[config.mk]
export PLATFORM = sky130hd
export DESIGN_NAME = timer_scheduler
export DESIGN_NICKNAME = d
export VERILOG_FILES = /design/src/rtl/timer_sched_pkg.sv /design/src/rtl/timer_sched_regfile.sv /design/src/rtl/timer_scheduler.sv
export SDC_FILE = /design/constraint.sdc
export NUM_CORES = 1
export LEC_CHECK = 0
export BUFFER_PORTS_ARGS = -buffer_cell sky130_fd_sc_hd__buf_4
export CAP_MARGIN = 25
export CORE_MARGIN = 3
export CORE_UTILIZATION = 42
export DETAILED_ROUTE_END_ITERATION = 16
export HOLD_SLACK_MARGIN = 0.03
export PLACE_DENSITY_LB_ADDON = 0.3
export SLEW_MARGIN = 10
export SYNTH_ARGS = -nofsm -noshare
export SYNTH_HDL_FRONTEND = slang
export SYNTH_SLANG_ARGS = --single-unit
[constraint.sdc]
create_clock -name clk -period 8.65 [get_ports clk]
set_clock_uncertainty 0.2 [all_clocks]
set_input_delay 1.73 -clock clk [delete_from_list [all_inputs] [get_ports clk]]
set_output_delay 1.73 -clock clk [all_outputs]
set_load 0.02 [all_outputs]
[src/rtl/timer_sched_pkg.sv]
// timer_sched_pkg: register map, geometry and helpers shared by the timer scheduler.
// Latency: n/a (constants and pure functions only).
// Backpressure: n/a.
package timer_sched_pkg;

  localparam int MAX_CH    = 16;
  localparam int CH_STRIDE = 8;

  // Per-channel offsets within a CH_STRIDE window, and global registers.
  localparam logic [7:0] OFF_ACC      = 8'h00;
  localparam logic [7:0] OFF_INC      = 8'h04;
  localparam logic [7:0] OFF_PENDING  = 8'h80;
  localparam logic [7:0] OFF_IRQ_MASK = 8'h84;
  localparam logic [7:0] OFF_CTRL     = 8'h88;

  localparam int CTRL_EN = 0;

  // Width of the round-robin slot index; at least one bit even for a single channel.
  function automatic int slot_width(input int n);
    return (n <= 1) ? 1 : $clog2(n);
  endfunction

  // Replace only the strobed bytes of old_v with the matching bytes of wdata.
  function automatic logic [31:0] byte_merge(input logic [31:0] old_v,
                                             input logic [31:0] wdata,
                                             input logic [3:0]  strb);
    logic [31:0] r;
    r = old_v;
    for (int b = 0; b < 4; b++) begin
      if (strb[b]) r[8*b +: 8] = wdata[8*b +: 8];
    end
    return r;
  endfunction

endpackage

[src/rtl/timer_sched_regfile.sv]
// timer_sched_regfile: per-channel ACC/INC storage with a scheduler RMW port and a bus byte-write port.
// Latency: writes land on the next clk; contents are visible combinationally on acc/inc.
// Backpressure: none; a bus write to the ACC being serviced wins and the scheduler update is dropped.
// Ports: clk/resetn; upd_en/upd_ch/upd_acc (scheduler write-back); bus_we/bus_inc/bus_ch/bus_strb/
//   bus_wdata (bus byte write, bus_inc selects INC over ACC); acc/inc (all channels); upd_drop.
module timer_sched_regfile
  import timer_sched_pkg::*;
#(
  parameter int NUM_CH = 4,
  parameter int SW     = 2
) (
  input  logic                    clk,
  input  logic                    resetn,
  input  logic                    upd_en,
  input  logic [SW-1:0]           upd_ch,
  input  logic [31:0]             upd_acc,
  input  logic                    bus_we,
  input  logic                    bus_inc,
  input  logic [SW-1:0]           bus_ch,
  input  logic [3:0]              bus_strb,
  input  logic [31:0]             bus_wdata,
  output logic [NUM_CH-1:0][31:0] acc,
  output logic [NUM_CH-1:0][31:0] inc,
  output logic                    upd_drop
);

  // The scheduler loses its whole update (carry included) when the bus writes the same ACC.
  assign upd_drop = upd_en && bus_we && !bus_inc && (bus_ch == upd_ch);

  always_ff @(posedge clk) begin
    if (!resetn) begin
      acc <= '0;
      inc <= '0;
    end else begin
      for (int c = 0; c < NUM_CH; c++) begin
        if (bus_we && !bus_inc && (int'(bus_ch) == c)) begin
          acc[c] <= byte_merge(acc[c], bus_wdata, bus_strb);
        end else if (upd_en && (int'(upd_ch) == c)) begin
          acc[c] <= upd_acc;
        end
        // INC written on the service edge is seen by the next service only.
        if (bus_we && bus_inc && (int'(bus_ch) == c)) begin
          inc[c] <= byte_merge(inc[c], bus_wdata, bus_strb);
        end
      end
    end
  end

endmodule

[src/rtl/timer_scheduler.sv]
// timer_scheduler: NUM_CH phase accumulators sharing one 33-bit adder, one channel serviced per clk.
// Latency: bus ack one clk after valid; overflow/pending/irq registered one clk after the service edge.
// Backpressure: single-cycle ready pulse; a new request is accepted only after ready has dropped.
// Ports: clk, resetn (sync, active-low); iomem_valid/ready/wstrb/addr/wdata/rdata (picosoc iomem slave);
//   overflow (per-channel wrap pulse); irq (level). Build option: TIMER_SCHED_IRQ_EN adds IRQ_MASK and irq.
module timer_scheduler
  import timer_sched_pkg::*;
#(
  parameter int NUM_CH = 4
) (
  input  logic              clk,
  input  logic              resetn,
  input  logic              iomem_valid,
  output logic              iomem_ready,
  input  logic [3:0]        iomem_wstrb,
  input  logic [31:0]       iomem_addr,
  input  logic [31:0]       iomem_wdata,
  output logic [31:0]       iomem_rdata,
  output logic [NUM_CH-1:0] overflow,
  output logic              irq
);

  localparam int              SW        = slot_width(NUM_CH);
  localparam logic [SW-1:0]   LAST_SLOT = SW'(NUM_CH - 1);

  logic [NUM_CH-1:0][31:0] acc, inc;
  logic [SW-1:0]           slot;
  logic                    en;
  logic [NUM_CH-1:0]       pending, pend_nxt, set_vec, clr_vec;
  logic                    accept, wr, in_ch, upd_drop;
  logic [7:0]              waddr;
  logic [SW-1:0]           bch;
  logic [31:0]             bmask, rd_val, mask_rd;
  logic [32:0]             sum;
  logic                    unused_addr;

  assign accept      = iomem_valid && !iomem_ready;
  assign wr          = accept && (iomem_wstrb != 4'b0000);
  assign waddr       = {iomem_addr[7:2], 2'b00};
  assign in_ch       = !waddr[7] && (int'(waddr[6:3]) < NUM_CH);
  assign bch         = SW'(waddr[6:3]);
  assign bmask       = {{8{iomem_wstrb[3]}}, {8{iomem_wstrb[2]}}, {8{iomem_wstrb[1]}}, {8{iomem_wstrb[0]}}};
  assign unused_addr = ^{iomem_addr[31:8], iomem_addr[1:0]};

  timer_sched_regfile #(.NUM_CH(NUM_CH), .SW(SW)) u_regfile (
    .clk       (clk),
    .resetn    (resetn),
    .upd_en    (en),
    .upd_ch    (slot),
    .upd_acc   (sum[31:0]),
    .bus_we    (wr && in_ch),
    .bus_inc   (waddr[2]),
    .bus_ch    (bch),
    .bus_strb  (iomem_wstrb),
    .bus_wdata (iomem_wdata),
    .acc       (acc),
    .inc       (inc),
    .upd_drop  (upd_drop)
  );

  assign sum      = {1'b0, acc[slot]} + {1'b0, inc[slot]};
  assign set_vec  = (en && sum[32] && !upd_drop) ? (NUM_CH'(1) << slot) : '0;
  assign clr_vec  = (wr && (waddr == OFF_PENDING)) ? NUM_CH'(iomem_wdata & bmask) : '0;
  // Clear first, then set: a wrap on the same edge as its W1C keeps the bit.
  assign pend_nxt = (pending & ~clr_vec) | set_vec;

`ifdef TIMER_SCHED_IRQ_EN
  logic [NUM_CH-1:0] mask, mask_nxt;
  logic [31:0]       mask_wr;

  assign mask_wr  = byte_merge(32'(mask), iomem_wdata, iomem_wstrb);
  assign mask_nxt = (wr && (waddr == OFF_IRQ_MASK)) ? NUM_CH'(mask_wr) : mask;
  assign mask_rd  = 32'(mask);

  // Built from next-state values so irq tracks pending/mask with no extra lag.
  always_ff @(posedge clk) begin
    if (!resetn) begin
      mask <= '0;
      irq  <= 1'b0;
    end else begin
      mask <= mask_nxt;
      irq  <= |(pend_nxt & mask_nxt);
    end
  end
`else
  assign mask_rd = '0;
  assign irq     = 1'b0;
`endif

  // Reads see register values from before this edge's scheduler update.
  always_comb begin
    rd_val = '0;
    if (in_ch)                          rd_val = waddr[2] ? inc[bch] : acc[bch];
    else if (waddr == OFF_PENDING)      rd_val = 32'(pending);
    else if (waddr == OFF_IRQ_MASK)     rd_val = mask_rd;
    else if (waddr == OFF_CTRL)         rd_val = 32'(en) << CTRL_EN;
  end

  always_ff @(posedge clk) begin
    if (!resetn) begin
      iomem_ready <= 1'b0;
      iomem_rdata <= '0;
      slot        <= '0;
      en          <= 1'b0;
      pending     <= '0;
      overflow    <= '0;
    end else begin
      iomem_ready <= accept;
      if (accept) iomem_rdata <= rd_val;
      overflow <= set_vec;
      pending  <= pend_nxt;
      if (en) slot <= (slot == LAST_SLOT) ? '0 : slot + 1'b1;
      if (wr && (waddr == OFF_CTRL) && iomem_wstrb[0]) en <= iomem_wdata[CTRL_EN];
    end
  end

endmodule
Word level (Yosys, flattened, before mapping)
Cells that the tools add are included.

Bitwise gates (word level): 4. Shifts and indexed selects: 1. Mux-type cells: 28. Magnitude comparators: 3. Eq/ne operators: 27. Reductions and logical operators: 69. Add/sub/neg operators: 2.

Operators by type and width (count): 32-bit two-way mux (14); 32-bit binary-select mux with 2-bit select (4); 2-bit AND reduction (32); 32-bit by 32-bit adder with 33-bit output (1); 8-bit two-way mux (4); 2-bit inequality test (second input constant) (16); 1-bit logical AND (26); 6-bit == test (second input constant) (3); 4-bit two-way mux (3); 2-bit == test (second input constant) (5); 4-bit bitwise AND (2); 2-bit nonzero test (4); 2-bit by 3-bit < comparator with 1-bit output (second input constant) (2); 2-bit by 1-bit == test with 1-bit output (second input constant) (2); 1-bit zero test (4); 2-bit zero test (2); 4-bit by 3-bit < comparator with 1-bit output (second input constant) (1); 4-bit NOT (1); 4-bit bitwise OR (1); 4-bit nonzero test (1); 1-bit by 2-bit << shifter with 4-bit output (first input constant) (1); 2-bit by 1-bit adder with 2-bit output (second input constant) (1); 2-bit == test (1); 1-bit two-way mux (2); 2-bit two-way mux (1).

Output and inout port bits: 38. Bits of input ports: 71. Logic and storage cells: 172. Register bits: 300.

Longest topological paths before layout
Gate-level depths: netlist of run 1.

Word-level depth: 11. Depth in mapped cells: 14. Gate-level depth less buffers: 12.

By module
Synthesis of run 1 repeated with hierarchy kept, for this count alone.

Cell total of the unflattened synthesis: 1816. Area total of the unflattened synthesis: 18253.8 um^2.

By module, submodules not included: timer_sched_regfile (times used 1, area each 11362.1 um^2, cells an instance 1171); timer_scheduler (times used 1, area each 6891.6 um^2, cells an instance 645).

Worst setup path before layout of run 1
OpenSTA, ideal clock, no wires.

Path kind: register -> register. Start point: reg slot[0]. End point: reg u_regfile.acc[127] (netlist name). Setup slack: 4.496 ns. Path buffers: 4. Setup time: 0.059 ns. Cell stages (with the launch flop): 15. Data arrival time: 3.896 ns. Cells stage by stage: dfxtp_1 -> clkbuf_1 -> buf_2 -> buf_1 -> mux4_2 -> ha_1 -> clkbuf_1 -> a211oi_1 -> nor2_1 -> nor4_1 -> nor4_1 -> a211oi_1 -> mux2_2 -> a21oi_1 -> o221a_2.

Word-level cells in the longest chain between the ends: 5.

Ends and longest elaborated chain: from (decl) (line timer_scheduler.sv:27) `logic [SW-1:0] slot;`; from (signal assigned) (line timer_scheduler.sv:112) `if (en) slot <= (slot == LAST_SLOT) ? '0 : slot + 1'b1;`; 32-bit binary-select mux with 2-bit select (line timer_scheduler.sv:61) `assign sum = {1'b0, acc[slot]} + {1'b0, inc[slot]};`; 32-bit two-way mux (not written as such) (line timer_scheduler.sv:61); 32-bit by 32-bit adder with 33-bit output (line timer_scheduler.sv:61); 32-bit two-way mux (line timer_sched_regfile.sv:38) `end else if (upd_en && (int'(upd_ch) == c)) begin`; 32-bit two-way mux (line timer_sched_regfile.sv:36) `if (bus_we && !bus_inc && (int'(bus_ch) == c)) begin`; to (signal, indexed assignment) (line timer_sched_regfile.sv:37) `acc[c] <= byte_merge(acc[c], bus_wdata, bus_strb);`; to (signal, indexed assignment) (line timer_sched_regfile.sv:39) `acc[c] <= upd_acc;`; to (decl) (line timer_sched_regfile.sv:22) `output logic [NUM_CH-1:0][31:0] acc,`.

Parallel ways exist; a longest one is shown, timed or not. The select of a mux whose other input is x is not followed. A chain may end at the register's enable or synchronous reset.

Final worst setup path of run 1
Start point: in iomem_addr[4]. End point: reg u_regfile.acc[71] (netlist name).

Word-level cells in the longest chain between the ends: 7.

Ends and longest elaborated chain: from (decl) (line timer_scheduler.sv:16) `input logic [31:0] iomem_addr,`; 4-bit by 3-bit < comparator with 1-bit output (line timer_scheduler.sv:40) `assign in_ch = !waddr[7] && (int'(waddr[6:3]) < NUM_CH);`; 1-bit logical AND (line timer_scheduler.sv:40); 1-bit logical AND (line timer_scheduler.sv:51) `.bus_we (wr && in_ch),`; 1-bit logical AND (line timer_sched_regfile.sv:36); 1-bit logical AND * (line timer_sched_regfile.sv:36); 2-bit inequality test (no source line) or 2-bit nonzero test (tied branches); 2-bit AND reduction (no source line).

Mark *: on every way between the ends. The rest lies on a longest branch, timed or not.

==> impl_metrics.json, run 1 <==
{
  "synth-seq-area-share": 0.347,
  "regToRegEndpoint": "u_regfile.acc[94]",
  "drc": 0,
  "detail_route.first_pass.iterations": 5,
  "synth_cell_types": 70,
  "cts_buffers": 36,
  "finalSetupViolCount": 0,
  "clock-root-buffer": "clkbuf_16",
  "cts_tree": "done",
  "tightest_slew_ps": 949,
  "synthArstFlopShare": 0,
  "min_path_cells": 2,
  "p_leak_uw": 0.00733,
  "hp-start": "iomem_rdata[22]",
  "synthesis.nets": 1989,
  "fp-row-count": 73,
  "drive_above_1_share": 0.177,
  "grt_start_max_net_pins": 111,
  "finalPower_uw": 3130,
  "fin_setup_tns_ps": 0,
  "syn-cell-area_um2": 17300,
  "clk_path_buf_depth": 3,
  "fin_cells": 2427,
  "fin_crit_ps": 5270,
  "slew_viol_final": 0,
  "drt_iter0_drc": 1156,
  "synth-edff-count": 0,
  "worst-path-buf-inv": 2,
  "ant_nets": 0,
  "maxCapViolCount": 0,
  "status": "completed",
  "dieWidth_um": 209,
  "synth_cells": 1881,
  "min_to": "iomem_rdata[22]",
  "cts_max_level": 2,
  "syn_area_per_cell_um2": 9.21,
  "synth_compound_area_frac": 0.158,
  "cpPeakStageDelay_ps": 660,
  "path_class": "input pin to register",
  "cellPowerDensity_nw_per_um2": 160,
  "grt_usage": 0.242,
  "crit_path_max_fanout": 39,
  "grt_pass1_vias": 14600,
  "insertion_delay_ps": 550,
  "wl_per_cell_um": 22.2,
  "place.gp.congestion": 0.909,
  "path_cells": "buf_4, buf_4, nor2b_1, nand2_1, nand3_1, nand2_1, o21ai_0, a31oi_1",
  "vias_per_cell": 6.08,
  "finalWirelength_um": 54000,
  "post-dp-hpwl_um": 34500,
  "synth_most_common_cell": "nor2_1",
  "placeableCoreArea_um2": 40300,
  "post_cts_resize_count": 0,
  "finalCritPeriodShare": 0.609,
  "synth.top_cells.by_count": "nor2_1, dfxtp_1, nand2_1",
  "numPortBuffers": 81,
  "max_freq_ghz": 0.190,
  "max_slew_margin": 0.366,
  "hold_buffers": 0,
  "dr_total_vias": 14700,
  "synth_area_leaders": "dfxtp_1, mux4_2, mux2i_1",
  "synth_top_flop_cell": "dfxtp_1",
  "syn_to_final_growth_pct": 12.6,
  "yosys.area.top_type": "dfxtp_1",
  "hold_slack_ps": 282,
  "vdd_drop_max_mv": 0.136,
  "hold_class": "register to register",
  "cp_data_arrival_time_ps": 5460,
  "io_pins": 109,
  "r2r_cells": 13,
  "synth_seq_cells": 300,
  "crit_slowest_cell": "buf_4",
  "yosys.area_share.xor_xnor": 0.0116,
  "yosysTopAreaCellShare": 0.347,
  "synthAdderAreaFrac": 0.0272,
  "r2r_slack_ps": 3600,
  "grt-ovfl-total": 0,
  "postCtsSetupBuffers": 0,
  "cp.required_ps": 8850,
  "final_util": 0.484,
  "synthMuxAreaShare": 0.262,
  "fp.dieArea_um2": 43700,
  "synth_top_family_by_area": "multiplexers",
  "reg2reg_from": "slot[0]",
  "hold_viol_final": 0,
  "cts_num_sinks": 300,
  "dp.cells": 2360,
  "setup.worst_path.end_class": "register",
  "die_h_um": 209,
  "rsz0062_at_grt": "no",
  "start_kind": "input pin",
  "ys_warn_count": 0,
  "grt_pass1_wl_um": 84100,
  "synthSimpleGateAreaFrac": 0.155,
  "clk_pin_slew_ps": 60,
  "critPathTopFamily": "simple AND/OR/NAND/NOR gates",
  "start_util": 0.430,
  "antenna_found_initial": 1,
  "final_nets": 1982
}
layout by cell type, fill, tap and decap left out, drive strengths merged, types with 19 or more instances in the layout:
cell type and n:
buf 115, clkbuf 53, mux4 128, o21ai 70
dfxtp 300, nor2 330, ha 36, nand3 24
mux2i 164, a31oi 19, a21oi 133, nor3 24
o211a 21, nand2 208, o211ai 45
routing by layer:
metal  global-route usage  wire length [um]  part of all wire
met5                    0                 0                 0
met4               0.0799              1570             0.029
met3               0.0546              4720             0.088
met2                0.371             23700              0.44
met1                0.340             24000              0.44
registers in the layout, summed over array words and instances, names as in the netlist:
name and flops:
u_regfile.acc 128, u_regfile.inc 128, iomem_rdata 32, overflow 4, pending 4, slot 2, en 1, iomem_ready 1
worst max-delay path by stage:
stage                  startpoint                 end  slack, ps  cells after the start
floorplan                 slot[0]  u_regfile.acc[127]       4500                     14
global placement    iomem_addr[4]   u_regfile.acc[33]       3030                      8
detailed placement  iomem_addr[4]   u_regfile.acc[33]       2970                      8
CTS                 iomem_addr[4]   u_regfile.acc[33]       3540                      8
global route        iomem_addr[4]   u_regfile.acc[39]       3320                      8
finish              iomem_addr[4]   u_regfile.acc[71]       3380                      8
power breakdown:
part           internal, uW  switching [uW]  total, uW
Sequential             1390            3.36       1390
Clock                   962             622       1580
Combinational          49.2             108        157
kinds of logic after synthesis:
family | count (synthesis)
and+or+nand+nor | 643
muxes | 293
adders and majority gates | 37
other | 1
buffers and inverters | 175
DFF | 300
xor gates and xnor gates | 23
AOI/OAI and AO/OA | 409
area by class of cell:
type	count	area [um2]
flip-flops and latches	300	6010
clock inverters	12	149
clock buffers	53	1090
diodes	1	2.50
inverters	15	61.3
fillers	3730	20800
well taps	525	657
multi-input cells	1406	10700
repair buffers	115	887
tightest hold or removal path: stages, from the launching register on:
cell and delay [ps]:
dfxtp_1 320, a21oi_1 60, nor2_1 70
metrics by stage:
step | cell area [um2] | setup WS (ps)
2_1_floorplan | 17300 | 4500
3_3_place_gp | 18200 | 3030
3_5_place_dp | 18200 | 2970
4_1_cts | 19500 | 3540
5_1_grt | 19500 | 3320
6_report | 19500 | 3380
Power figures use the tool's default switching activity.
==> run 2: changes to the inputs <==
--- a/config.mk
+++ b/config.mk
@@ -5,6 +5,7 @@
 export SDC_FILE = /design/constraint.sdc
 export NUM_CORES = 1
 export LEC_CHECK = 0
+export ABC_AREA = 1
 export BUFFER_PORTS_ARGS = -buffer_cell sky130_fd_sc_hd__buf_4
 export CAP_MARGIN = 25
 export CORE_MARGIN = 3
==> constraint.sdc (replaced) <==
create_clock -name clk -period 5.06 [get_ports clk]
set_clock_uncertainty 0.2 [all_clocks]
set_input_delay 1.012 -clock clk [delete_from_list [all_inputs] [get_ports clk]]
set_output_delay 1.012 -clock clk [all_outputs]
set_load 0.02 [all_outputs]
==> run 2 against run 1 <==
Against the previous run: design area grew 0.84%; total power grew 63%; sequential power grew 71%; critical path type is now register to register; critical endpoint is now u_regfile.acc[124]; largest power group unchanged.
==> impl_metrics.json, run 2 <==
{
  "status": "completed",
  "hold_buffers": 0,
  "clk_pin_slew_ps": 60,
  "crit_top_cell": "nand3_1",
  "post-dp-hpwl_um": 44500,
  "start_kind": "register",
  "insertion_delay_ps": 540,
  "p_leak_uw": 0.00855,
  "synth-seq-area-share": 0.337,
  "syn-cell-area_um2": 17800,
  "hold_viol_final": 0,
  "final_nets": 2874,
  "synth_cells": 2788,
  "drc": 0,
  "cp_data_arrival_time_ps": 4340,
  "numPortBuffers": 81,
  "clk_path_buf_depth": 3,
  "final_util": 0.475,
  "cellPowerDensity_nw_per_um2": 260,
  "io_pins": 109,
  "critPathTopFamily": "simple AND/OR/NAND/NOR gates",
  "slew_viol_final": 0,
  "ys_warn_count": 0,
  "layout_commonest_cell": "nand2_1",
  "cpPeakStageDelay_ps": 610,
  "max_freq_ghz": 0.245,
  "hold_class": "register to register",
  "clock-root-buffer": "clkbuf_16",
  "vias_per_cell": 6.04,
  "syn_to_final_growth_pct": 10.3,
  "fp-row-count": 74,
  "syn_area_per_cell_um2": 6.39,
  "worst-path-buf-inv": 4,
  "postCtsSetupBuffers": 0,
  "drive_above_1_share": 0.0793,
  "crit_path_max_fanout": 67,
  "synth-edff-count": 0,
  "synth_top_flop_cell": "dfxtp_1",
  "dieWidth_um": 212,
  "grt_pass1_vias": 18400,
  "cts_buffers": 35,
  "tightest_slew_ps": 994,
  "cp.required_ps": 5320,
  "cts_tree": "done",
  "wl_per_cell_um": 20.5,
  "antenna_found_initial": 0,
  "vdd_drop_max_mv": 0.224,
  "path_class": "register to register",
  "drt_iter0_drc": 2803,
  "cts_num_sinks": 300,
  "max_slew_margin": 0.338,
  "setup.worst_path.end_class": "register",
  "dr_total_vias": 20000,
  "crit_slowest_cell": "buf_4",
  "yosysTopAreaCellShare": 0.337,
  "finalCritPeriodShare": 0.807,
  "finalPower_uw": 5120,
  "fin_crit_ps": 4080,
  "maxCapViolCount": 0,
  "synth_most_common_cell": "nand2_1",
  "placeableCoreArea_um2": 41400,
  "grt_start_max_net_pins": 170,
  "detail_route.first_pass.iterations": 6,
  "rsz0062_at_grt": "no",
  "final_cell_mix": "nand2_1, o21ai_0, nor2_1, a21oi_1, dfxtp_1",
  "synth_cell_types": 42,
  "start_util": 0.431,
  "path_cells": "clkinv_2, buf_4, o21ai_0, o22ai_1, ha_1, inv_1, fa_1, inv_1, nand3_1, nand3_1, nand3_1, nand3_1, nand2_1, nand3_1, nand3_1, a21oi_1",
  "finalSetupViolCount": 0,
  "num_antenna_cells": 0,
  "fin_setup_tns_ps": 0,
  "synthesis.nets": 2896,
  "synth_area_leaders": "dfxtp_1, o21ai_0, nand2_1",
  "synth.top_cells.by_count": "nand2_1, o21ai_0, nor2_1",
  "cts_max_level": 2,
  "ant_nets": 0,
  "synthArstFlopShare": 0,
  "grt_usage": 0.292,
  "synth_seq_cells": 300,
  "place.gp.congestion": 1.03,
  "finalWirelength_um": 68200,
  "fp.dieArea_um2": 45000,
  "die_h_um": 212,
  "yosys.area.top_type": "dfxtp_1",
  "reg.largest.list": "u_regfile.acc: 128 flops, u_regfile.inc: 128 flops, iomem_rdata: 32 flops",
  "grt-ovfl-total": 0,
  "post_cts_resize_count": 0,
  "grt_pass1_wl_um": 104000
}
==> run 2: path summary, 6_finish.rpt <==
| kind | startpoint | endpoint | slack (ps) | cells past startpoint |
|---|---|---|---|---|
| hold reg to reg | iomem_rdata[6] | iomem_rdata[6] | 260 | 2 |
| setup reg to reg | slot[0] | u_regfile.acc[124] | 980 | 16 |
| hold / removal | iomem_rdata[6] | iomem_rdata[6] | 260 | 2 |
| setup / recovery | slot[0] | u_regfile.acc[124] | 980 | 16 |
==> run 2: through the flow <==
stage               cells  worst slack (ps)  cell area (um2)  hold slack, ps
detailed placement   3260              1020            18600             256
finish               3318               977            19700             263
global placement     3260              1040            18600             250
global route         3318               794            19700             288
floorplan            2788              1880            17800             239
CTS                  3317              1140            19700             265
==> run 2: layout make-up <==
class,instances,area [um2]
Multi-Input combinational cell,2092,10200
Clock buffer,50,1000
Timing Repair Buffer,116,887
Fill cell,4173,21700
Inverter,221,831
Sequential cell,300,6010
Tap cell,532,666
Clock inverter,7,43.8
==> run 2: routing by layer <==
| metal | GRT usage | vias to the layer above | share of wire |
|---|---|---|---|
| li1 | - | 9356 | - |
| met1 | 0.396 | 9169 | 0.41 |
| met2 | 0.447 | 1272 | 0.43 |
| met3 | 0.0466 | 240 | 0.11 |
| met4 | 0.160 | 0 | 0.056 |
| met5 | 0 | - | 0 |
==> run 2: cell families after synthesis <==
group,share of synthesized area
XOR/XNOR,0.00688
buffers and inverters,0.0903
AO/OA/AOI/OAI,0.269
AND/OR/NAND/NOR,0.268
other,0.000210
adder cells (fa/ha/maj),0.0264
multiplexers,0.00168
flip-flops,0.337
==> run 2: where the power goes <==
group	leakage (uW)	switching, uW	internal [uW]	total, uW
Sequential	0.00242	9.00	2370	2380
Combinational	0.00562	247	82.4	329
Clock	0.000512	1030	1370	2410
==> run 2: worst reg2reg max path, delay by kind of cell, from the launching register on <==
kind	cells	cell delay, ps
AOI/OAI and AO/OA	3	570
adders and majority gates	2	760
buffers and inverters	4	910
DFF	1	490
and+or+nand+nor	7	1070
